<file path="config.mk">
export PLATFORM = sky130hd
export DESIGN_NAME = pkt_inject_arbiter
export DESIGN_NICKNAME = d
export VERILOG_FILES = /design/src/rtl/noc_flit_pkg.sv /design/src/rtl/rr_arbiter.sv /design/src/rtl/pkt_inject_arbiter.sv
export SDC_FILE = /design/constraint.sdc
export NUM_CORES = 1
export LEC_CHECK = 0
export CAP_MARGIN = 20
export CORE_UTILIZATION = 46
export DETAILED_ROUTE_END_ITERATION = 6
export GPL_TIMING_DRIVEN = 0
export HOLD_SLACK_MARGIN = 0.03
export PLACE_DENSITY = 0.86
export RECOVER_POWER = 100
export SYNTH_ARGS = -nofsm -noshare
export SYNTH_HDL_FRONTEND = slang
export SYNTH_SLANG_ARGS = --single-unit
</file>
<file path="constraint.sdc">
create_clock -name clk -period 10.3 [get_ports clk]
set_input_delay 1.03 -clock clk [delete_from_list [all_inputs] [get_ports clk]]
set_output_delay 1.03 -clock clk [all_outputs]
set_load 0.02 [all_outputs]
</file>
<file path="src/rtl/noc_flit_pkg.sv">
// Shared flit definitions for the NoC injection path and router.
package noc_flit_pkg;

   // Default flit width; the type field always sits in the top two bits.
   localparam int unsigned FLIT_W = 32;

   // Flit type field encodings.
   localparam logic [1:0] FLIT_HEAD = 2'b01;
   localparam logic [1:0] FLIT_BODY = 2'b00;
   localparam logic [1:0] FLIT_TAIL = 2'b10;
   localparam logic [1:0] FLIT_RSVD = 2'b11;

   // Head flit field offsets.
   localparam int unsigned HEAD_TS_HI    = 29;
   localparam int unsigned HEAD_TS_LO    = 16;
   localparam int unsigned HEAD_DESTX_HI = 15;
   localparam int unsigned HEAD_DESTX_LO = 12;
   localparam int unsigned HEAD_DESTY_HI = 11;
   localparam int unsigned HEAD_DESTY_LO = 8;
   localparam int unsigned HEAD_PID_HI   = 7;
   localparam int unsigned HEAD_PID_LO   = 0;

   // Injection arbiter packet-ownership state.
   typedef enum logic [0:0] {
      StIdle,
      StLocked
   } arb_state_e;

endpackage

</file>
<file path="src/rtl/rr_arbiter.sv">
// Combinational round-robin arbiter: one-hot grant to the first requester at or
// after ptr, scanning upward in index order and wrapping.
module rr_arbiter #(
   parameter  int unsigned N     = 4,
   localparam int unsigned PTR_W = (N > 1) ? $clog2(N) : 1
) (
   input  logic [N-1:0]     req,
   input  logic [PTR_W-1:0] ptr,
   output logic [N-1:0]     gnt
);

   logic             found;
   logic [PTR_W:0]   sum;
   logic [PTR_W-1:0] idx;

   // Walk the N candidate positions starting at ptr; the first requester wins.
   always_comb begin
      gnt   = '0;
      found = 1'b0;
      sum   = '0;
      idx   = '0;
      for (int k = 0; k < int'(N); k++) begin
         sum = {1'b0, ptr} + (PTR_W + 1)'(k);
         if (sum >= (PTR_W + 1)'(N)) begin
            sum = sum - (PTR_W + 1)'(N);
         end
         idx = sum[PTR_W-1:0];
         if (!found && req[idx]) begin
            gnt[idx] = 1'b1;
            found    = 1'b1;
         end
      end
   end

endmodule

</file>
<file path="src/rtl/pkt_inject_arbiter.sv">
// Packet-level round-robin merge of N_SRC flit sources onto one router local
// port. A source that wins with a head keeps the port until its tail is taken.
// One registered output stage; malformed traffic is flagged and counted.
module pkt_inject_arbiter #(
   parameter int unsigned N_SRC  = 4,
   parameter int unsigned FLIT_W = 32,
   parameter int unsigned CNT_W  = 16
) (
   input  logic                    clk,
   input  logic                    reset,
   input  logic [N_SRC*FLIT_W-1:0] src_flit,
   input  logic [N_SRC-1:0]        src_valid,
   output logic [N_SRC-1:0]        src_ready,
   output logic [FLIT_W-1:0]       out_flit,
   output logic                    out_valid,
   input  logic                    out_ready,
   output logic                    err_drop,
   output logic                    err_proto,
   output logic [CNT_W-1:0]        pkt_count,
   output logic [CNT_W-1:0]        drop_count
);

   import noc_flit_pkg::*;

   localparam int unsigned      IDX_W    = (N_SRC > 1) ? $clog2(N_SRC) : 1;
   localparam logic [IDX_W-1:0] LAST_IDX = IDX_W'(N_SRC - 1);
   localparam logic [CNT_W-1:0] CNT_MAX  = '1;

   // Registered state.
   arb_state_e        state_q, state_d;
   logic [IDX_W-1:0]  owner_q, owner_d;
   logic [IDX_W-1:0]  rr_ptr_q, rr_ptr_d;
   logic [FLIT_W-1:0] out_flit_q, out_flit_d;
   logic              out_valid_q, out_valid_d;
   logic              err_drop_q, err_drop_d;
   logic              err_proto_q, err_proto_d;
   logic [CNT_W-1:0]  pkt_count_q, pkt_count_d;
   logic [CNT_W-1:0]  drop_count_q, drop_count_d;

   // Per-source decode.
   logic [FLIT_W-1:0] flit_arr [N_SRC];
   logic [1:0]        ftype    [N_SRC];
   logic [N_SRC-1:0]  head_req;
   logic [N_SRC-1:0]  gnt;

   // Selection and per-cycle events.
   logic              slot_free;
   logic              win_any;
   logic              drop_any;
   logic [IDX_W-1:0]  win_idx;
   logic [IDX_W-1:0]  drop_idx;
   logic [IDX_W-1:0]  sel_idx;
   logic [FLIT_W-1:0] sel_flit;
   logic [1:0]        sel_type;
   logic              fwd;
   logic              drop;
   logic              proto;
   logic              tail_done;

   // The output register can take a new flit when empty or being drained.
   assign slot_free = !out_valid_q || out_ready;

   // Unpack source flits and mark sources presenting a head.
   always_comb begin
      for (int i = 0; i < int'(N_SRC); i++) begin
         flit_arr[i] = src_flit[i*FLIT_W +: FLIT_W];
         ftype[i]    = flit_arr[i][FLIT_W-1 -: 2];
         head_req[i] = src_valid[i] && (ftype[i] == FLIT_HEAD);
      end
   end

   rr_arbiter #(
      .N (N_SRC)
   ) u_rr_arbiter (
      .req (head_req),
      .ptr (rr_ptr_q),
      .gnt (gnt)
   );

   assign win_any = |head_req;

   // Encode the one-hot grant and find the lowest-index valid source.
   always_comb begin
      win_idx  = '0;
      drop_idx = '0;
      drop_any = 1'b0;
      for (int i = 0; i < int'(N_SRC); i++) begin
         if (gnt[i]) begin
            win_idx = IDX_W'(i);
         end
      end
      for (int i = int'(N_SRC) - 1; i >= 0; i--) begin
         if (src_valid[i]) begin
            drop_idx = IDX_W'(i);
            drop_any = 1'b1;
         end
      end
   end

   // Source whose flit is considered this cycle.
   always_comb begin
      if (state_q == StLocked) begin
         sel_idx = owner_q;
      end else if (win_any) begin
         sel_idx = win_idx;
      end else begin
         sel_idx = drop_idx;
      end
      sel_flit = flit_arr[sel_idx];
      sel_type = sel_flit[FLIT_W-1 -: 2];
   end

   // Ownership FSM: grants, drops and lock release.
   always_comb begin
      state_d   = state_q;
      owner_d   = owner_q;
      rr_ptr_d  = rr_ptr_q;
      src_ready = '0;
      fwd       = 1'b0;
      drop      = 1'b0;
      proto     = 1'b0;
      tail_done = 1'b0;

      unique case (state_q)
         StIdle: begin
            if (win_any) begin
               if (slot_free) begin
                  src_ready = gnt;
                  fwd       = 1'b1;
                  state_d   = StLocked;
                  owner_d   = win_idx;
               end
            end else if (drop_any) begin
               // Stray non-head flit: consume it even when the output is blocked.
               src_ready[drop_idx] = 1'b1;
               drop                = 1'b1;
            end
         end
         StLocked: begin
            if (slot_free) begin
               src_ready[owner_q] = 1'b1;
               if (src_valid[owner_q]) begin
                  case (sel_type)
                     FLIT_BODY: begin
                        fwd = 1'b1;
                     end
                     FLIT_TAIL: begin
                        fwd       = 1'b1;
                        tail_done = 1'b1;
                        state_d   = StIdle;
                        rr_ptr_d  = (owner_q == LAST_IDX) ? '0 : owner_q + 1'b1;
                     end
                     FLIT_HEAD: begin
                        // Owner restarted a packet: pass it on but flag it.
                        fwd   = 1'b1;
                        proto = 1'b1;
                     end
                     default: begin
                        drop = 1'b1;
                     end
                  endcase
               end
            end
         end
         default: begin
            state_d = StIdle;
         end
      endcase

      if (!reset) begin
         src_ready = '0;
      end
   end

   // Output stage, error pulses and statistics next state.
   always_comb begin
      out_flit_d   = out_flit_q;
      out_valid_d  = out_valid_q;
      pkt_count_d  = pkt_count_q;
      drop_count_d = drop_count_q;
      err_drop_d   = drop;
      err_proto_d  = proto;

      if (fwd) begin
         out_flit_d  = sel_flit;
         out_valid_d = 1'b1;
      end else if (out_ready) begin
         out_valid_d = 1'b0;
      end

      if (tail_done) begin
         pkt_count_d = pkt_count_q + 1'b1;
      end
      if (drop && (drop_count_q != CNT_MAX)) begin
         drop_count_d = drop_count_q + 1'b1;
      end
   end

   // State register with synchronous active-low reset.
   always_ff @(posedge clk) begin
      if (!reset) begin
         state_q      <= StIdle;
         owner_q      <= '0;
         rr_ptr_q     <= '0;
         out_flit_q   <= '0;
         out_valid_q  <= 1'b0;
         err_drop_q   <= 1'b0;
         err_proto_q  <= 1'b0;
         pkt_count_q  <= '0;
         drop_count_q <= '0;
      end else begin
         state_q      <= state_d;
         owner_q      <= owner_d;
         rr_ptr_q     <= rr_ptr_d;
         out_flit_q   <= out_flit_d;
         out_valid_q  <= out_valid_d;
         err_drop_q   <= err_drop_d;
         err_proto_q  <= err_proto_d;
         pkt_count_q  <= pkt_count_d;
         drop_count_q <= drop_count_d;
      end
   end

   assign out_flit   = out_flit_q;
   assign out_valid  = out_valid_q;
   assign err_drop   = err_drop_q;
   assign err_proto  = err_proto_q;
   assign pkt_count  = pkt_count_q;
   assign drop_count = drop_count_q;

endmodule

</file>
### Word-level counts from Yosys, hierarchy flattened

Index checks and enable logic that the tools add are counted.

| storage, ports and cells | value |
|---|---|
| input bits | 135 |
| register bits after elaboration | 72 |
| output and inout bits | 71 |

| operators by class | value |
|---|---|
| equality and inequality tests | 8 |
| bitwise gates (word level) | 5 |
| multiplexer cells | 79 |
| reduce and logical (&&, ||, !) cells | 26 |
| add/sub/neg operators | 10 |
| magnitude comparators | 17 |

Operators by type and width:

| cell | count |
|---|---|
| $bmux W32 S2 | 1 |
| $mux W32 | 2 |
| $mux W1 | 39 |
| $mux W4 | 9 |
| $add A16 B1 Y16 const B | 2 |
| $mux W2 | 13 |
| $lt A2 B3 Y1 const B | 6 |
| $ne A16 B16 Y1 const B | 1 |
| $logic_and A1 B1 Y1 | 14 |
| $demux W1 S2 | 6 |
| $ge A2 B1 Y1 const B | 6 |
| $ge A3 B3 Y1 const B | 4 |
| $or A4 B4 Y4 | 3 |
| $bmux W1 S2 | 5 |
| $eq A2 B1 Y1 const B | 5 |
| $pmux W4 S2 | 1 |
| $reduce_and A4 Y1 | 2 |
| $sub A2 B1 Y2 const B | 4 |
| $add A2 B2 Y3 const B | 2 |
| $pmux W1 S2 | 3 |
| $eq A2 B2 Y1 const B | 2 |
| $logic_not A1 Y1 | 4 |
| $reduce_or A4 Y1 | 1 |
| $add A2 B1 Y3 const B | 1 |
| 9 further kinds | 9 |

### Logic depth before layout (Yosys ltp)

| logic depth | value |
|---|---|
| depth after elaboration | 30 |
| depth in mapped cells | 14 |
| gate-level depth less buffers | 12 |

### Hierarchy

A second synthesis with hierarchy kept.

| second synthesis, totals | value |
|---|---|
| cells, all modules | 576 |
| area, all modules | 4894.7 um2 |

Modules (own cells, without submodules):

| module | area each (um2) | cells each | sequential area each (um2) | times used |
|---|---|---|---|---|
| pkt_inject_arbiter | 4591.9 | 546 | 1441.4 | 1 |
| rr_arbiter | 302.8 | 30 | 0.0 | 1 |

### Worst setup path after synthesis

OpenSTA, ideal clock, no wires.

| path | value |
|---|---|
| path kind | in2reg |
| start point | input src_valid[1] |
| end point | register pkt_count_q[10] (netlist: pkt_count[10]) |
| path buffers | 1 |
| setup slack | 6.024 ns |
| arrival | 4.158 ns |
| library setup time | 0.118 ns |
| stages | 11 |
| cell sequence | and3b_1 -> buf_2 -> mux4_2 -> a22o_1 -> a211oi_1 -> o211ai_2 -> a22oi_2 -> mux4_2 -> nand2b_1 -> or4_1 -> mux2i_1 |

| between the ends | value |
|---|---|
| word-level cells in the longest chain between the ends | 27 |
| elaborated cells on any way between the ends | 44 |

RTL lines:

| what | RTL line | text |
|---|---|---|
| start: declaration | pkt_inject_arbiter.sv:12 | `input logic [N_SRC-1:0] src_valid,` |
| $logic_and A1 B1 Y1 | pkt_inject_arbiter.sv:68 | `head_req[i] = src_valid[i] && (ftype[i] == FLIT_HEAD);` |
| $bmux W1 S2 | rr_arbiter.sv:28 | `if (!found && req[idx]) begin` |
| $mux W1 (implied by the code) | rr_arbiter.sv:28 |  |
| $mux W1 | rr_arbiter.sv:28 |  |
| $logic_not A1 Y1 | rr_arbiter.sv:28 |  |
| $logic_and A1 B1 Y1 | rr_arbiter.sv:28 |  |
| $mux W1 | rr_arbiter.sv:28 |  |
| $logic_not A1 Y1 | rr_arbiter.sv:28 |  |
| [10 not listed] | n/a |  |
| $not A2 Y3 (implied by the code) | pkt_inject_arbiter.sv:109 | `sel_flit = flit_arr[sel_idx];` |
| $bmux W32 S2 | pkt_inject_arbiter.sv:109 |  |
| $mux W32 (implied by the code) (2 in series) | pkt_inject_arbiter.sv:109 |  |
| $eq A2 B2 Y1 | pkt_inject_arbiter.sv:143 | `case (sel_type)` |
| $mux W1 | pkt_inject_arbiter.sv:143 |  |
| $mux W1 * | pkt_inject_arbiter.sv:142 | `if (src_valid[owner_q]) begin` |
| $mux W1 * | pkt_inject_arbiter.sv:140 | `if (slot_free) begin` |
| $mux W1 * | pkt_inject_arbiter.sv:124 | `unique case (state_q)` |
| end signal: assignment | pkt_inject_arbiter.sv:219 | `pkt_count_q <= pkt_count_d;` |
| end: declaration | pkt_inject_arbiter.sv:37 | `logic [CNT_W-1:0] pkt_count_q, pkt_count_d;` |

Mark *: on every way between the ends. The rest lies on a longest branch, timed or not. The select of a mux whose other input is x is not followed.
A chain may end at the register's enable or synchronous reset.

### Worst setup path after layout

| path | value |
|---|---|
| start point | input src_valid[1] |
| end point | register pkt_count_q[13] (netlist: pkt_count[13]) |

Same word-level chain as after synthesis.

==> metrics.txt <==
number of nets with antenna violations after routing 0; internal reg-to-reg setup slack 5030 ps; Synth top cells by count nand2_1, dfxtp_1, a21oi_1; cts hold-fix bufs 0; worst hold stages 2; Ys Warns 0; Least-Margin Pin Slew ~1000 ps; H-tree levels 3; Syn Std Cell Area about 4700 um^2; Nets around 940; RSZ-0062 raised after global routing false; layout cells sized above 1 6.76%; register bit count reported by yosys 72; placed insts 916; post-CTS sizing 0; synth top area cells dfxtp_1, mux2i_1, nand2_1; Vias/cell 5.77; sw power around 310 uW; hold path start out_flit[0]; reg-to-reg endpoint pkt_count[13]; internal power 580 uW; crit start category input pin; hold_ws about 450 ps; clk slew on worst S/H paths ~80 ps; core area 9910 um^2; Final Critical Period a little under 6000 ps; clk buf depth 2; drt first pass iters 5; sequential area share after synthesis between 30% and 40%; Synth Area in Compound Gates 19.3%; met1 WL about 6900 um; top-level port count 206; GR Util All Layers 30.0%; total global routing overflow 0; gp weighted congestion ~0.91; Seq pwr share 35.8%; Lkg Pwr approximately 2.8 nW; WS Path Type input pin to register; Initial Utilization 47.9%; area delta synth->final 50.2%; adder-cell share of the synthesized area under 10%; drt drc 0; WP data required between 10000 and 15000 ps; detailed placement HPWL about 13000 um; Num Clock Sinks 72; # fillers 780; Yosys top cell by area dfxtp_1; die area about 11000 um^2; # port buffers about 200; slew margin rel. 29.4%; CTS buffer count 9; R2R cell count 12; Post-Synthesis Cells between 500 and 600; drt total wl ~16000 um; TritonCTS clock tree built; antenna violations before repair 0; Met2 Routed Length roughly 8000 um; worst-skew pair later-pin latency ~350 ps; cell with the most instances after synthesis nand2_1; skew final about 11 ps; root buffer cell clkbuf_8; ant diodes 0; Top Metal Used met4; Post-Synth XOR/XNOR Area approximately 1.1%; via count 5373; Starting DRT DRC Count 287; maximum VDD drop ~80 uV; FF-to-FF Start rr_ptr_q[0]; clock power share a little over a quarter; Chip Height 104 um; fin. max-slew vios 0; Final Power 894 uW; syn nets between 700 and 800; wire length per cell 17.6 um; Mean Syn Cell Area 8.22 um^2; Yosys top cell area share 30.4%; largest net degree at the start of global routing 14; Yosys cell types 57; post-CTS setup buffer count 0; first-pass GRT wire length around 26000 um; Arrival @ worst endpoint 6140 ps; Max FO, Critical Path 7; Hold Violations, Final 0; Post-Layout Cell Count a little over 900; hold crit path type register to register; Die Width slightly above 100 um; Tcrit/Tclk final a little under three fifths; worst hold endpoint out_flit[0]; Sw Share between 30% and 40%; async set or reset register ratio after synthesis 0%; power density cells about 130 nW/um^2; Post-synth EDFFs 0; vias in the first global route between 5000 and 6000; Fmax between 150 and 200 MHz; Finish-stage setup viols 0; Main synth FF type dfxtp_1; CP endpoint kind register; row count 36; Comb power frac a little under two fifths; Setup TNS 0 ps; post-synthesis mux area share 18.8%; WL met3 979 um; main combinational cell family by area after synthesis simple AND/OR/NAND/NOR gates; status finished, final reports clean; simple-gate area share of the yosys netlist 22.7%; Max Cap Viol 0
==> cell usage in the layout (no fill, tap or decap), types with 4 or more instances in the layout <==
| master | synthesis | final |
|---|---|---|
| dfxtp_1 | 72 | 72 |
| xnor2_1 | 5 | 5 |
| and3b_1 | 4 | 4 |
| inv_1 | 12 | 12 |
| o41ai_1 | 5 | 5 |
| mux2i_1 | 42 | 42 |
| nand3b_1 | 6 | 6 |
| or4_1 | 6 | 6 |
| clkdlybuf4s50_1 | 0 | 133 |
| nand2_1 | 102 | 102 |
| nand2b_1 | 13 | 13 |
| o31ai_1 | 6 | 6 |
| nor2_1 | 29 | 29 |
| or3_1 | 6 | 6 |
| mux2_2 | 32 | 25 |
| nor3_1 | 8 | 8 |
| nand3_1 | 12 | 12 |
| nand4_1 | 7 | 7 |
| and3_1 | 7 | 7 |
| dlygate4sd3_1 | 0 | 72 |
| clkinvlp_4 | 0 | 4 |
| o21a_1 | 5 | 5 |
| clkbuf_8 | 0 | 10 |
| mux4_2 | 5 | 5 |
| clkbuf_1 | 21 | 29 |
| nor2b_1 | 4 | 4 |
| mux2_1 | 0 | 7 |
| ha_1 | 14 | 14 |
| a21oi_1 | 60 | 60 |
| o21ai_0 | 8 | 9 |
| o211ai_1 | 31 | 31 |
==> kinds of logic (layout without fill, tap and decap cells) <==
kind of cell | count (synthesis) | after routing
buf+inv | 48 | 269
fa+ha+maj | 14 | 14
flops | 72 | 72
simple gates | 219 | 219
xor+xnor | 6 | 6
compound gates | 140 | 140
mux | 79 | 79
==> layer usage <==
metal | GRT usage, % | vias to the layer above
met5 | 0 | -
met3 | 4.41 | 31
met1 | 38.3 | 2590
met4 | 10.0 | 0
met2 | 51.6 | 213
li1 | - | 2539
==> state kept, by name, indices dropped and copies added (netlist names) <==
register    flops
rr_ptr_q        2
drop_count     16
pkt_count      16
state_q         1
out_valid       1
err_drop        1
err_proto       1
owner_q         2
out_flit       32
==> worst max-delay path, cell delays in order <==
cell and delay [ps]:
dlygate4sd3_1 650, and3b_1 220, clkbuf_1 150, mux4_2 550
nand2_1 110, o21ai_0 90, a221oi_1 680, o211ai_2 180
a22oi_1 380, mux4_2 660, nor4_1 880, or3b_1 420
a21oi_1 140
==> metrics by stage <==
step / util (%) / setup WS (ps) / instance area, um^2
4_1_cts: 72.4 / 5220 / 7170
3_5_place_dp: 70.3 / 4900 / 6970
3_3_place_gp: 70.3 / 4910 / 6970
2_1_floorplan: - / 6020 / 4750
5_1_grt: 72.0 / 4180 / 7130
6_report: 72.0 / 4440 / 7130
==> power groups by stage <==
stage               Clock [mW]  Sequential [mW]  Combinational, mW
detailed placement           0            0.326              0.350
global route             0.248            0.323              0.368
finish                   0.232            0.320              0.342
global placement             0            0.325              0.343
floorplan                    0            0.350              0.173
CTS                      0.233            0.320              0.353
==> worst max path at each step <==
stage / to / cells past startpoint / slack (ps) / startpoint
after floorplan: pkt_count[10] / 11 / 6020 / src_valid[1]
after global placement: pkt_count[14] / 13 / 4910 / src_valid[1]
final: pkt_count[13] / 13 / 4440 / src_valid[1]
after CTS: pkt_count[14] / 13 / 5220 / src_valid[1]
after global routing: pkt_count[13] / 13 / 4180 / src_valid[1]
after detailed placement: pkt_count[14] / 13 / 4900 / src_valid[1]
==> final cells by class <==
cell class	count	area, um^2	share of cell area, %
repair buffers	205	2050	28.8
multi-input cells	458	3080	43.2
well taps	133	166	2.33
clock inverters	6	68.8	0.965
clock buffers	10	138	1.93
plain buffers	35	135	1.90
flip-flops and latches	72	1440	20.2
inverters	13	48.8	0.684
No activity file was read; power rests on OpenSTA's default activity.
